File: src/rtl/pipe_pkg.sv
// Shared pipeline types for the 32-bit MIPS pipeline.
//
// Contents:
//   PIPE_*_W         default field widths used for stored payloads
//   stage_state_t    occupancy state of a 2-entry valid/ready stage
//   id_ex_ctrl_t     the seven ID/EX control fields
//   id_ex_payload_t  control + operands + register specifiers
//   CTRL_NOP         bubble control word (no register or memory side effect)
package pipe_pkg;

    localparam int PIPE_DATA_W     = 32;
    localparam int PIPE_REG_ADDR_W = 5;
    localparam int PIPE_ALU_OP_W   = 2;

    // Encoding doubles as the occupancy count (0, 1, 2 entries held).
    typedef enum logic [1:0] {
        EMPTY = 2'd0,
        BUSY  = 2'd1,
        FULL  = 2'd2
    } stage_state_t;

    typedef struct packed {
        logic                     reg_write;
        logic                     mem_to_reg;
        logic                     mem_read;
        logic                     mem_write;
        logic                     reg_dst;
        logic                     alu_src;
        logic [PIPE_ALU_OP_W-1:0] alu_op;
    } id_ex_ctrl_t;

    typedef struct packed {
        id_ex_ctrl_t                ctrl;
        logic [PIPE_DATA_W-1:0]     rd1;
        logic [PIPE_DATA_W-1:0]     rd2;
        logic [PIPE_DATA_W-1:0]     sext;
        logic [PIPE_REG_ADDR_W-1:0] rs;
        logic [PIPE_REG_ADDR_W-1:0] rt;
        logic [PIPE_REG_ADDR_W-1:0] rd;
    } id_ex_payload_t;

    localparam id_ex_ctrl_t CTRL_NOP = '0;

endpackage

File: src/rtl/id_ex_slot.sv
// One ID/EX payload register (used for both the MAIN and SKID slots).
//
// Ports:
//   clk           pipeline clock
//   reset         asynchronous active-high clear of the whole payload
//   load_i        capture d_i on the next rising edge
//   clear_ctrl_i  replace the control field with CTRL_NOP; operands and
//                 specifiers are kept. Takes priority over load_i.
//   d_i           payload to capture
//   q_o           stored payload
module id_ex_slot
    import pipe_pkg::*;
(
    input  logic           clk,
    input  logic           reset,
    input  logic           load_i,
    input  logic           clear_ctrl_i,
    input  id_ex_payload_t d_i,
    output id_ex_payload_t q_o
);

    id_ex_payload_t slot_q;

    always_ff @(posedge clk or posedge reset) begin
        if (reset) begin
            slot_q <= '0;
        end else if (clear_ctrl_i) begin
            slot_q.ctrl <= CTRL_NOP;
        end else if (load_i) begin
            slot_q <= d_i;
        end
    end

    assign q_o = slot_q;

endmodule

File: src/rtl/id_ex_skid_reg.sv
// ID/EX pipeline register with valid/ready handshake, flush-to-bubble and a
// 2-entry skid buffer so that in_ready is a register output and never
// depends combinationally on out_ready.
//
// Ports:
//   clk, reset              clock; asynchronous active-high reset
//   flush_in                synchronous flush, empties the stage
//   in_valid / in_ready     decode-side handshake (in_ready registered)
//   *_in                    control bits, operands and specifiers from decode
//   out_valid / out_ready   execute-side handshake
//   *_out                   head (MAIN) entry; memory/regfile write controls
//                           are forced low while out_valid is low
//   Rs_out, Rt_out          head specifiers for the forwarding unit
//   Dst_out                 destination register: RegDst_out ? Rd : Rt
//   occupancy_out           entries held (0, 1, 2)
//
// Storage uses the pipe_pkg payload layout; the width parameters are
// expected to match the PIPE_*_W package widths.
module id_ex_skid_reg
    import pipe_pkg::*;
#(
    parameter int DATA_W     = PIPE_DATA_W,
    parameter int REG_ADDR_W = PIPE_REG_ADDR_W,
    parameter int ALU_OP_W   = PIPE_ALU_OP_W
) (
    input  logic                  clk,
    input  logic                  reset,
    input  logic                  flush_in,
    input  logic                  in_valid,
    output logic                  in_ready,
    input  logic                  RegWrite_in,
    input  logic                  MemtoReg_in,
    input  logic                  MemRead_in,
    input  logic                  MemWrite_in,
    input  logic                  RegDst_in,
    input  logic                  ALU_Src_in,
    input  logic [ALU_OP_W-1:0]   ALU_Op_in,
    input  logic [DATA_W-1:0]     Read_Data_1_in,
    input  logic [DATA_W-1:0]     Read_Data_2_in,
    input  logic [DATA_W-1:0]     sign_extend_in,
    input  logic [REG_ADDR_W-1:0] IF_ID_Rs_in,
    input  logic [REG_ADDR_W-1:0] IF_ID_Rt_in,
    input  logic [REG_ADDR_W-1:0] ID_Rd_in,
    output logic                  out_valid,
    input  logic                  out_ready,
    output logic                  RegWrite_out,
    output logic                  MemtoReg_out,
    output logic                  MemRead_out,
    output logic                  MemWrite_out,
    output logic                  RegDst_out,
    output logic                  ALU_Src_out,
    output logic [ALU_OP_W-1:0]   ALU_Op_out,
    output logic [DATA_W-1:0]     Read_Data_1_out,
    output logic [DATA_W-1:0]     Read_Data_2_out,
    output logic [DATA_W-1:0]     sign_extend_out,
    output logic [REG_ADDR_W-1:0] Rs_out,
    output logic [REG_ADDR_W-1:0] Rt_out,
    output logic [REG_ADDR_W-1:0] Dst_out,
    output logic [1:0]            occupancy_out
);

    stage_state_t   state_q, state_d;
    logic           in_ready_q;
    id_ex_payload_t in_payload, main_d, main_q, skid_q;
    logic           main_load, skid_load, main_from_skid;
    logic           in_xfer, out_xfer;

    always_comb begin
        in_payload.ctrl.reg_write  = RegWrite_in;
        in_payload.ctrl.mem_to_reg = MemtoReg_in;
        in_payload.ctrl.mem_read   = MemRead_in;
        in_payload.ctrl.mem_write  = MemWrite_in;
        in_payload.ctrl.reg_dst    = RegDst_in;
        in_payload.ctrl.alu_src    = ALU_Src_in;
        in_payload.ctrl.alu_op     = PIPE_ALU_OP_W'(ALU_Op_in);
        in_payload.rd1             = PIPE_DATA_W'(Read_Data_1_in);
        in_payload.rd2             = PIPE_DATA_W'(Read_Data_2_in);
        in_payload.sext            = PIPE_DATA_W'(sign_extend_in);
        in_payload.rs              = PIPE_REG_ADDR_W'(IF_ID_Rs_in);
        in_payload.rt              = PIPE_REG_ADDR_W'(IF_ID_Rt_in);
        in_payload.rd              = PIPE_REG_ADDR_W'(ID_Rd_in);
    end

    assign out_valid = (state_q != EMPTY);
    assign in_ready  = in_ready_q;
    assign in_xfer   = in_valid & in_ready_q;
    assign out_xfer  = out_valid & out_ready;

    // Next state and slot load enables. A flush overrides every transfer:
    // an accepted input is dropped, and a completing output needs no action
    // because the stage is emptied anyway.
    always_comb begin
        state_d        = state_q;
        main_load      = 1'b0;
        skid_load      = 1'b0;
        main_from_skid = 1'b0;
        if (!flush_in) begin
            unique case (state_q)
                EMPTY: begin
                    if (in_xfer) begin
                        main_load = 1'b1;
                        state_d   = BUSY;
                    end
                end
                BUSY: begin
                    if (in_xfer && out_xfer) begin
                        main_load = 1'b1;
                    end else if (in_xfer) begin
                        skid_load = 1'b1;
                        state_d   = FULL;
                    end else if (out_xfer) begin
                        state_d   = EMPTY;
                    end
                end
                FULL: begin
                    // in_ready is low here, so only the skid entry can move.
                    if (out_xfer) begin
                        main_load      = 1'b1;
                        main_from_skid = 1'b1;
                        state_d        = BUSY;
                    end
                end
                default: state_d = EMPTY;
            endcase
        end else begin
            state_d = EMPTY;
        end
    end

    assign main_d = main_from_skid ? skid_q : in_payload;

    // in_ready is registered from the next state so it equals
    // (state_q != FULL) without a combinational path from out_ready.
    always_ff @(posedge clk or posedge reset) begin
        if (reset) begin
            state_q    <= EMPTY;
            in_ready_q <= 1'b1;
        end else begin
            state_q    <= state_d;
            in_ready_q <= (state_d != FULL);
        end
    end

    id_ex_slot u_main (
        .clk          (clk),
        .reset        (reset),
        .load_i       (main_load),
        .clear_ctrl_i (flush_in),
        .d_i          (main_d),
        .q_o          (main_q)
    );

    id_ex_slot u_skid (
        .clk          (clk),
        .reset        (reset),
        .load_i       (skid_load),
        .clear_ctrl_i (flush_in),
        .d_i          (in_payload),
        .q_o          (skid_q)
    );

    // Side-effecting controls are gated so an empty stage looks like a NOP
    // to execute; everything else just shows the last MAIN contents.
    assign RegWrite_out    = main_q.ctrl.reg_write  & out_valid;
    assign MemtoReg_out    = main_q.ctrl.mem_to_reg & out_valid;
    assign MemRead_out     = main_q.ctrl.mem_read   & out_valid;
    assign MemWrite_out    = main_q.ctrl.mem_write  & out_valid;
    assign RegDst_out      = main_q.ctrl.reg_dst;
    assign ALU_Src_out     = main_q.ctrl.alu_src;
    assign ALU_Op_out      = ALU_OP_W'(main_q.ctrl.alu_op);
    assign Read_Data_1_out = DATA_W'(main_q.rd1);
    assign Read_Data_2_out = DATA_W'(main_q.rd2);
    assign sign_extend_out = DATA_W'(main_q.sext);
    assign Rs_out          = REG_ADDR_W'(main_q.rs);
    assign Rt_out          = REG_ADDR_W'(main_q.rt);
    assign Dst_out         = main_q.ctrl.reg_dst ? REG_ADDR_W'(main_q.rd)
                                                 : REG_ADDR_W'(main_q.rt);
    assign occupancy_out   = state_q;

endmodule

File: config.mk
export PLATFORM = sky130hd
export DESIGN_NAME = id_ex_skid_reg
export DESIGN_NICKNAME = d
export VERILOG_FILES = /design/src/rtl/pipe_pkg.sv /design/src/rtl/id_ex_slot.sv /design/src/rtl/id_ex_skid_reg.sv
export SDC_FILE = /design/constraint.sdc
export NUM_CORES = 1
export LEC_CHECK = 0
export CAP_MARGIN = 20
export CORE_ASPECT_RATIO = 0.8
export CORE_MARGIN = 4
export CORE_UTILIZATION = 30
export DETAILED_ROUTE_END_ITERATION = 12
export GPL_TIMING_DRIVEN = 0
export MAX_ROUTING_LAYER = met4
export PLACE_DENSITY = 0.58
export SLEW_MARGIN = 25
export SYNTH_ARGS = -nofsm -noshare
export SYNTH_HDL_FRONTEND = slang
export SYNTH_HIERARCHICAL = 1
export SYNTH_SLANG_ARGS = --single-unit
File: constraint.sdc
create_clock -name clk -period 4.75 [get_ports clk]
set_input_delay 0.475 -clock clk [delete_from_list [all_inputs] [get_ports clk]]
set_output_delay 0.475 -clock clk [all_outputs]
set_load 0.05 [all_outputs]
Yosys cells after proc, flatten, opt, wreduce, memory -nomap -nowiden
Cells that the tools add are included.
W data, S select, Z words.
{"block": "classes", "n_eq_ne": 3, "mux": 23, "bitwise": 7, "n_reduce_logical": 7}
{"operator": "$mux W119", "count": 3}
{"operator": "$mux W8", "count": 2}
{"operator": "$mux W2", "count": 6}
{"operator": "$mux W1", "count": 9}
{"operator": "$and A1 B1 Y1", "count": 6}
{"operator": "$pmux W2 S3", "count": 1}
{"operator": "$reduce_bool A2 Y1", "count": 3}
{"operator": "$mux W5", "count": 1}
{"operator": "$reduce_and A2 Y1", "count": 2}
{"operator": "$pmux W1 S3", "count": 1}
{"operator": "$eq A2 B1 Y1 const B", "count": 1}
{"operator": "$eq A2 B2 Y1 const B", "count": 1}
{"operator": "$logic_not A2 Y1", "count": 1}
{"operator": "$ne A2 B2 Y1 const B", "count": 1}
{"operator": "$logic_and A1 B1 Y1", "count": 1}
{"operator": "$not A1 Y1", "count": 1}
{"block": "word_totals", "ff_bits": 241, "input_bits": 124, "out_inout_bits": 123, "elab_cells": 68}

Logic depth before layout (Yosys ltp)
Gate-level depths: netlist of the first run.
{"block": "depth", "ltp_word": 8, "mapped_depth": 8, "depth_no_buf": 5}

Modules after synthesis
The synthesis of the first run kept the hierarchy.
{"module": "id_ex_slot", "n_inst": 2, "cells_each": 262, "area_each_um2": 4924.7, "seq_area_each_um2": 2977.9}
{"module": "id_ex_skid_reg", "n_inst": 1, "cells_each": 163, "area_each_um2": 1790.5, "seq_area_each_um2": 76.3}

Worst setup path before layout of the first run
Ideal clock, no wire load.
{"block": "synth_path", "path_kind": "register to register", "startpoint": "reg state_q[0] (netlist: occupancy_out[0])", "endpoint": "reg u_main.slot_q, in the netlist u_main/q_o[0]", "setup_time_ps": 125, "arrival_time_ps": 2289, "required_ps": 4625, "slack_ps": 2336, "stages_incl_launch_ff": 9, "path_buffers": 3, "period_less_slack_ps": 2414, "path_cell_list": "dfrtp_1 > nor2b_1 > or3_1 > a21oi_1 > buf_6 > nor2b_4 > buf_12 > buf_12 > mux2_4"}
{"block": "synth_between", "elab_chain_cells": 7, "word_cells_on_any_way": 14, "cone_classes": "2 x eq/ne; 7 x mux; 1 x bitwise; 4 x reduce/logical"}
{"element": "start: declaration", "line_no": "id_ex_skid_reg.sv:62", "source": "stage_state_t state_q, state_d;"}
{"element": "start signal: assignment", "line_no": "id_ex_skid_reg.sv:139", "source": "state_q <= state_d;"}
{"element": "$reduce_bool A2 Y1", "line_no": "id_ex_skid_reg.sv:84", "source": "assign out_valid = (state_q != EMPTY);"}
{"element": "$and A1 B1 Y1", "line_no": "id_ex_skid_reg.sv:87", "source": "assign out_xfer = out_valid & out_ready;"}
{"element": "$logic_and A1 B1 Y1", "line_no": "id_ex_skid_reg.sv:106", "source": "if (in_xfer && out_xfer) begin"}
{"element": "$mux W1", "line_no": "id_ex_skid_reg.sv:106"}
{"element": "$pmux W1 S3 (*)", "line_no": "id_ex_skid_reg.sv:98", "source": "unique case (state_q)"}
{"element": "$mux W1 (*)", "line_no": "id_ex_skid_reg.sv:97", "source": "if (!flush_in) begin"}
{"element": "via main_load", "line_no": "id_ex_skid_reg.sv:65", "source": "logic main_load, skid_load, main_from_skid;"}
{"element": "$reduce_and A2 Y1 (no line) (*)"}
{"element": "end signal: assignment", "line_no": "id_ex_slot.sv:30", "source": "slot_q <= d_i;"}
{"element": "end: declaration", "line_no": "id_ex_slot.sv:22", "source": "id_ex_payload_t slot_q;"}
Mark *: on every way through the listed nets, which the timed path passes. The rest lies on a longest branch.
A chain may end at the register's enable or synchronous reset.

Worst setup path after layout of the first run
{"block": "layout_path", "startpoint": "reg u_main.slot_q, in the netlist u_main/q_o[114]", "endpoint": "out Dst_out[4]"}
{"block": "layout_between", "elab_chain_cells": 1}
{"element": "$mux W5", "line_no": "id_ex_skid_reg.sv:176", "source": "assign Dst_out = main_q.ctrl.reg_dst ? REG_ADDR_W'(main_q.rd)"}
{"element": "end: declaration", "line_no": "id_ex_skid_reg.sv:58", "source": "output logic [REG_ADDR_W-1:0] Dst_out,"}
No other way between the ends.

==> results of run 1 <==
worst min path at each step:
stage	start	endpoint	slack, ps	cells past startpoint
finish	reset	occupancy_out[1]	410	2
global route	reset	occupancy_out[1]	410	2
CTS	reset	occupancy_out[1]	380	2
detailed placement	u_skid/q_o[63]	u_skid/q_o[63]	490	1
global placement	u_skid/q_o[43]	u_skid/q_o[43]	480	1
floorplan	reset	occupancy_out[0]	230	1
routing by layer:
layer	track usage [%]	wire, um	vias to the layer above
met1	19.1	13800	3255
met3	3.37	1430	41
li1	-	-	3017
met2	20.2	12400	160
met4	2.55	558	0
met5	-	0	-
worst max-delay path: cells and delay by family, from the launching register on:
| kind | cells | cell delay (ps) |
|---|---|---|
| multiplexers | 1 | 400 |
| buffers and inverters | 1 | 710 |
| flip-flops | 1 | 550 |
metrics by stage:
step	instances	power, uW
after floorplan	687	4350
after global routing	1476	7480
final	1476	7150
after detailed placement	1430	5150
after global placement	1428	5120
after CTS	1475	7270
power by group through the flow:
stage	clock [uW]	combinational [uW]	sequential (uW)
6_report	2040	2340	2760
5_1_grt	2210	2440	2820
4_1_cts	2130	2370	2770
3_5_place_dp	0	2360	2790
3_3_place_gp	0	2340	2780
2_1_floorplan	0	817	3530
state kept, by name (all words and copies together) (netlist names):
name           flops
u_main/q_o       119
occupancy_out      2
in_ready           1
u_skid/q_o       119
logic make-up after synthesis:
| logic type | count (synthesis) | synth area share [%] |
|---|---|---|
| AO/OA/AOI/OAI | 3 | 0.150 |
| buffers and inverters | 46 | 5.50 |
| flip-flops | 241 | 51.8 |
| multiplexers | 363 | 40.7 |
| AND/OR/NAND/NOR | 34 | 1.78 |
cells in the final DEF, fill, tap and decap left out, types with 3 or more instances in the layout:
master | Yosys | routed
nor2_1 | 17 | 17
mux2_4 | 180 | 180
clkbuf_16 | 0 | 27
buf_12 | 20 | 20
clkinv_2 | 0 | 5
mux2i_1 | 17 | 17
clkdlybuf4s50_1 | 0 | 246
buf_4 | 5 | 5
nor2b_1 | 6 | 6
dfrtp_1 | 240 | 240
buf_6 | 8 | 8
clkbuf_8 | 5 | 13
inv_1 | 5 | 3
mux2_2 | 166 | 166
layout make-up:
| type | count | area share [%] |
|---|---|---|
| Clock buffer | 37 | 5.07 |
| Tap cell | 495 | 3.96 |
| Antenna cell | 1 | 0.0160 |
| Buffer | 41 | 3.97 |
| Timing Repair Buffer | 248 | 16.1 |
| Sequential cell | 241 | 38.5 |
| Inverter | 5 | 0.216 |
| Multi-Input combinational cell | 400 | 31.7 |
| Clock inverter | 8 | 0.447 |
==> impl_metrics.ini, run 1 <==
[run_status]
run_status = finished clean

[global_routing]
grt_max_degree = 72
first_global_vias = 7277
gr-total-overflow = 0
grt_pass1_wl_mm = 44.3
grt_antenna_before_repair = 1
groute.usage.overall_pct = 13.6

[cells_and_area]
seq_area_sq_um = 6030
drive_gt1_share_pct = 44.7
fin_util_pct = 40.9
final_area_sq_um = 15700
area_growth_pct = 34.5
nNetsFinal = 1088
multi_input_area_sq_um = 4970
fillers = 3533

[clock_tree]
clk_latency_ps = 530
cts-resized-gates = 0
ctsRootBufferMaster = clkbuf_16
clock_sinks = 241
htreeDepth = 1
cts_setup_buffers = 0
tritoncts = done
clockBufferDepth = 3
path_clk_slew_ps = 60
cts_buffers = 27
hold_buffers = 0

[die]
die_x_um = 228
io_pins = 247
die_h_um = 184
rows = 64
start_util_pct = 30.4
die-area_sq_um = 42000
core_sq_um = 38300

[pwr]
p_per_area_nw_per_um2 = 457
power_frac_clock_pct = 28.6
ir_worst_vdd_v = 0.000225
power.switching_uw = 2330
p_sw_share_pct = 32.7
internal-power_uw = 4810
p_seq_share_pct = 38.7
leakage_uw = 0.00668
combPwrFrac_pct = 32.8

[timing]
tightest_slew_ps = 618
maxSlewViolCount = 0
grt_setup_unrepaired = no
fin_crit_ps = 2670
setup_violations = 0
setup_ws_ps = 2080
max_slew_margin_pct = 58.7
hold_violations = 0
finalCritPeriodShare_pct = 56.1
fin_skew_ps = 10.8
max_freq_mhz = 375
hold_slack_ps = 409
setup_tns_ps = 0

[critical_path]
worstReg2RegStart = occupancy_out[0]
path_cells = mux2_2, clkdlybuf4s50_1
critPathCaptureType = primary output
rrSetupSlack_ps = 2330
worstPathRequired_ps = 4280
crit_end = Dst_out[4]
crit_type = reg -> out
arrival_ps = 2190
worstSetupStartpointType = flop
crit_start = u_main/q_o[114]
cp_max_fo = 7
crit_slowest_cell = clkdlybuf4s50_1
slowest_delay_ps = 710
worst_r2r_path_depth = 8
timing.rr.end = u_main/q_o[50]

[drt]
drc = 0
drt-initial-drc-count = 166
antenna_left = 0
vias_per_cell = 4.39
vias = 6473
finalWirelength_mm = 28.1
dr.pass1.iters = 7
wire_per_inst_um = 19.1

[logic_synthesis]
synth_top_area_share_pct = 51.6
syn_nets = 811
synth_common_cells = 240 x dfrtp_1, 180 x mux2_4, 166 x mux2_2
synth_ff_type = dfrtp_1
synth_cells = 687
synth.largest_area_cell = dfrtp_1
synth.distinct_cells = 25
synth_edf_count = 0
synthTopCellsByArea = dfrtp_1 52%, mux2_4 23%, mux2_2 16%
yosysSeqAreaShare_pct = 51.8
syn_area_per_cell_sq_um = 16.9
synth_seq_cells = 241
synthesis.area_sq_um = 11600
synth_async_sr_flop_share_pct = 100
synth_most_common_cell = dfrtp_1
synth_warnings = 6

[placed_design]
io_buffers = 246
dp_hpwl_mm = 18.9
routabilityCongestion = 0.730
pre_cts_ws_ps = 1820
dpl_cell_area_sq_um = 14800

[flow_run]
drv_cap = 0

[hold_path]
hold_path_class = in -> async
Note: power is estimated with default switching activity, not from simulation.
==> run 2: changes to the inputs <==
==> constraint.sdc (replaced) <==
create_clock -name clk -period 2.6 [get_ports clk]
set_input_delay 0.26 -clock clk [delete_from_list [all_inputs] [get_ports clk]]
set_output_delay 0.26 -clock clk [all_outputs]
set_load 0.05 [all_outputs]
==> run 2 against run 1 <==
Effect of this change:
- sequential cell count unchanged
- wire length increased by 1.7%
- critical path depth unchanged
- core utilization increased by 0.41 points
- design area increased by 0.99%
- non-clock buffer count increased by 6
- register-to-register slack got worse by 2200 ps
- sequential share of layout area decreased by 0.38 points
- clock-buffer cell count unchanged
- worst hold slack got worse by 350 ps
- largest cell class unchanged
- largest power group unchanged
==> impl_metrics.ini, run 2 (synthesis gave the netlist of run 1 again) <==
[run_status]
run_status = finished clean

[clock_tree]
cts-resized-gates = 0
cts_setup_buffers = 0
tritoncts = done
clk_latency_ps = 540
clockBufferDepth = 3
hold_buffers = 0
cts_buffers = 27
clock_sinks = 241
htreeDepth = 1
path_clk_slew_ps = 60
ctsRootBufferMaster = clkbuf_16

[global_routing]
gr-total-overflow = 0
grt_pass1_wl_mm = 45.0
grt_antenna_before_repair = 3
groute.usage.overall_pct = 13.9
first_global_vias = 7293
grt_max_degree = 28

[die]
start_util_pct = 30.4
io_pins = 247
core_sq_um = 38300
die_x_um = 228
die_h_um = 184
rows = 64
die-area_sq_um = 42000

[hold_path]
hold_path_class = in -> async

[timing]
setup_violations = 0
grt_setup_unrepaired = no
setup_ws_ps = 135
finalCritPeriodShare_pct = 94.8
max_slew_margin_pct = 57.5
fin_skew_ps = 8.68
tightest_slew_ps = 635
fin_crit_ps = 2470
max_freq_mhz = 406
maxSlewViolCount = 0
hold_violations = 0

[cells_and_area]
final_common_cell = clkdlybuf4s50_1
area_growth_pct = 35.8
seq_area_sq_um = 6030
final_cell_mix = 246 x clkdlybuf4s50_1, 240 x dfrtp_1, 180 x mux2_4
fillers = 3522
fin_util_pct = 41.3
multi_input_area_sq_um = 4970
nNetsFinal = 1094
drive_gt1_share_pct = 44.7

[placed_design]
io_buffers = 246
dp_hpwl_mm = 19.8
routabilityCongestion = 0.708
pre_cts_ws_ps = -96.7

[critical_path]
path_cells = mux2_2, clkdlybuf4s50_1
crit_type = reg -> out
crit_slowest_cell = clkdlybuf4s50_1
worstPathRequired_ps = 2340
cp_max_fo = 7
critPathCaptureType = primary output
worstSetupStartpointType = flop
arrival_ps = 2210
slowest_delay_ps = 700
worst_r2r_path_depth = 8

[drt]
vias_per_cell = 4.41
vias = 6575
wire_per_inst_um = 19.2
finalWirelength_mm = 28.6
antenna_left = 0
dr.pass1.iters = 4
drt-initial-drc-count = 230
drc = 0

[pwr]
leakage_uw = 0.00673
p_per_area_nw_per_um2 = 842
ir_worst_vdd_v = 0.000523

[flow_run]
drv_cap = 0
run 2: cell types whose count changed in the layout (fill, tap and decap cells not counted):
| cell | delta |
|---|---|
| buf_12 | +8 |
| clkbuf_1 | +5 |
| clkbuf_8 | -5 |
| diode_2 | +4 |
| bufinv_16 | +3 |
| clkinvlp_4 | +3 |
| buf_16 | -2 |
| inv_8 | -2 |
run 2: worst paths after layout:
kind | start | end | slack (ps)
hold / removal | reset | occupancy_out[0] | 60
min in group clk | Read_Data_2_in[4] | u_skid/q_o[51] | 360
setup / recovery | u_main/q_o[114] | Dst_out[4] | 130
max in group asynchronous | reset | u_main/q_o[84] | 1320
hold reg to reg | u_skid/q_o[43] | u_skid/q_o[43] | 500
setup reg to reg | occupancy_out[0] | u_main/q_o[50] | 170
run 2: per-stage QoR:
stage	instance area (sq um)	TNS, ps	instances	hold WS, ps	power [uW]
final	15800	0	1490	59.2	13300
after global routing	15800	0	1488	55.6	13900
after floorplan	11600	0	687	12.9	7940
after detailed placement	14900	-6950	1436	487	9420
after global placement	14700	-205100	1428	483	9350
after CTS	15800	0	1485	27.7	13500
run 2: metal layers:
| metal | vias up | routed length [um] | track usage [%] |
|---|---|---|---|
| li1 | 3035 | - | - |
| met1 | 3337 | 13800 | 19.4 |
| met2 | 169 | 12700 | 20.7 |
| met3 | 34 | 1550 | 3.51 |
| met4 | 0 | 583 | 2.89 |
| met5 | - | 0 | - |
run 2: final cells by class:
cell class | instances | area share, %
multi-input cells | 400 | 31.4
well taps | 495 | 3.92
clock buffers | 37 | 4.70
plain buffers | 41 | 3.93
flip-flops and latches | 241 | 38.1
repair buffers | 254 | 16.6
clock inverters | 12 | 1.06
diodes | 5 | 0.0791
inverters | 5 | 0.166
run 2: critical path, delay by kind of cell (launching register included):
family	cells	cell delay [ps]
buf+inv	1	700
flops	1	560
mux	1	400
run 2: power by group:
group          switching, uW  leakage, uW  total [uW]  internal (uW)
clock                   1580     0.000439        3970           2390
combinational           2280      0.00329        4300           2020
sequential               456      0.00300        5030           4580
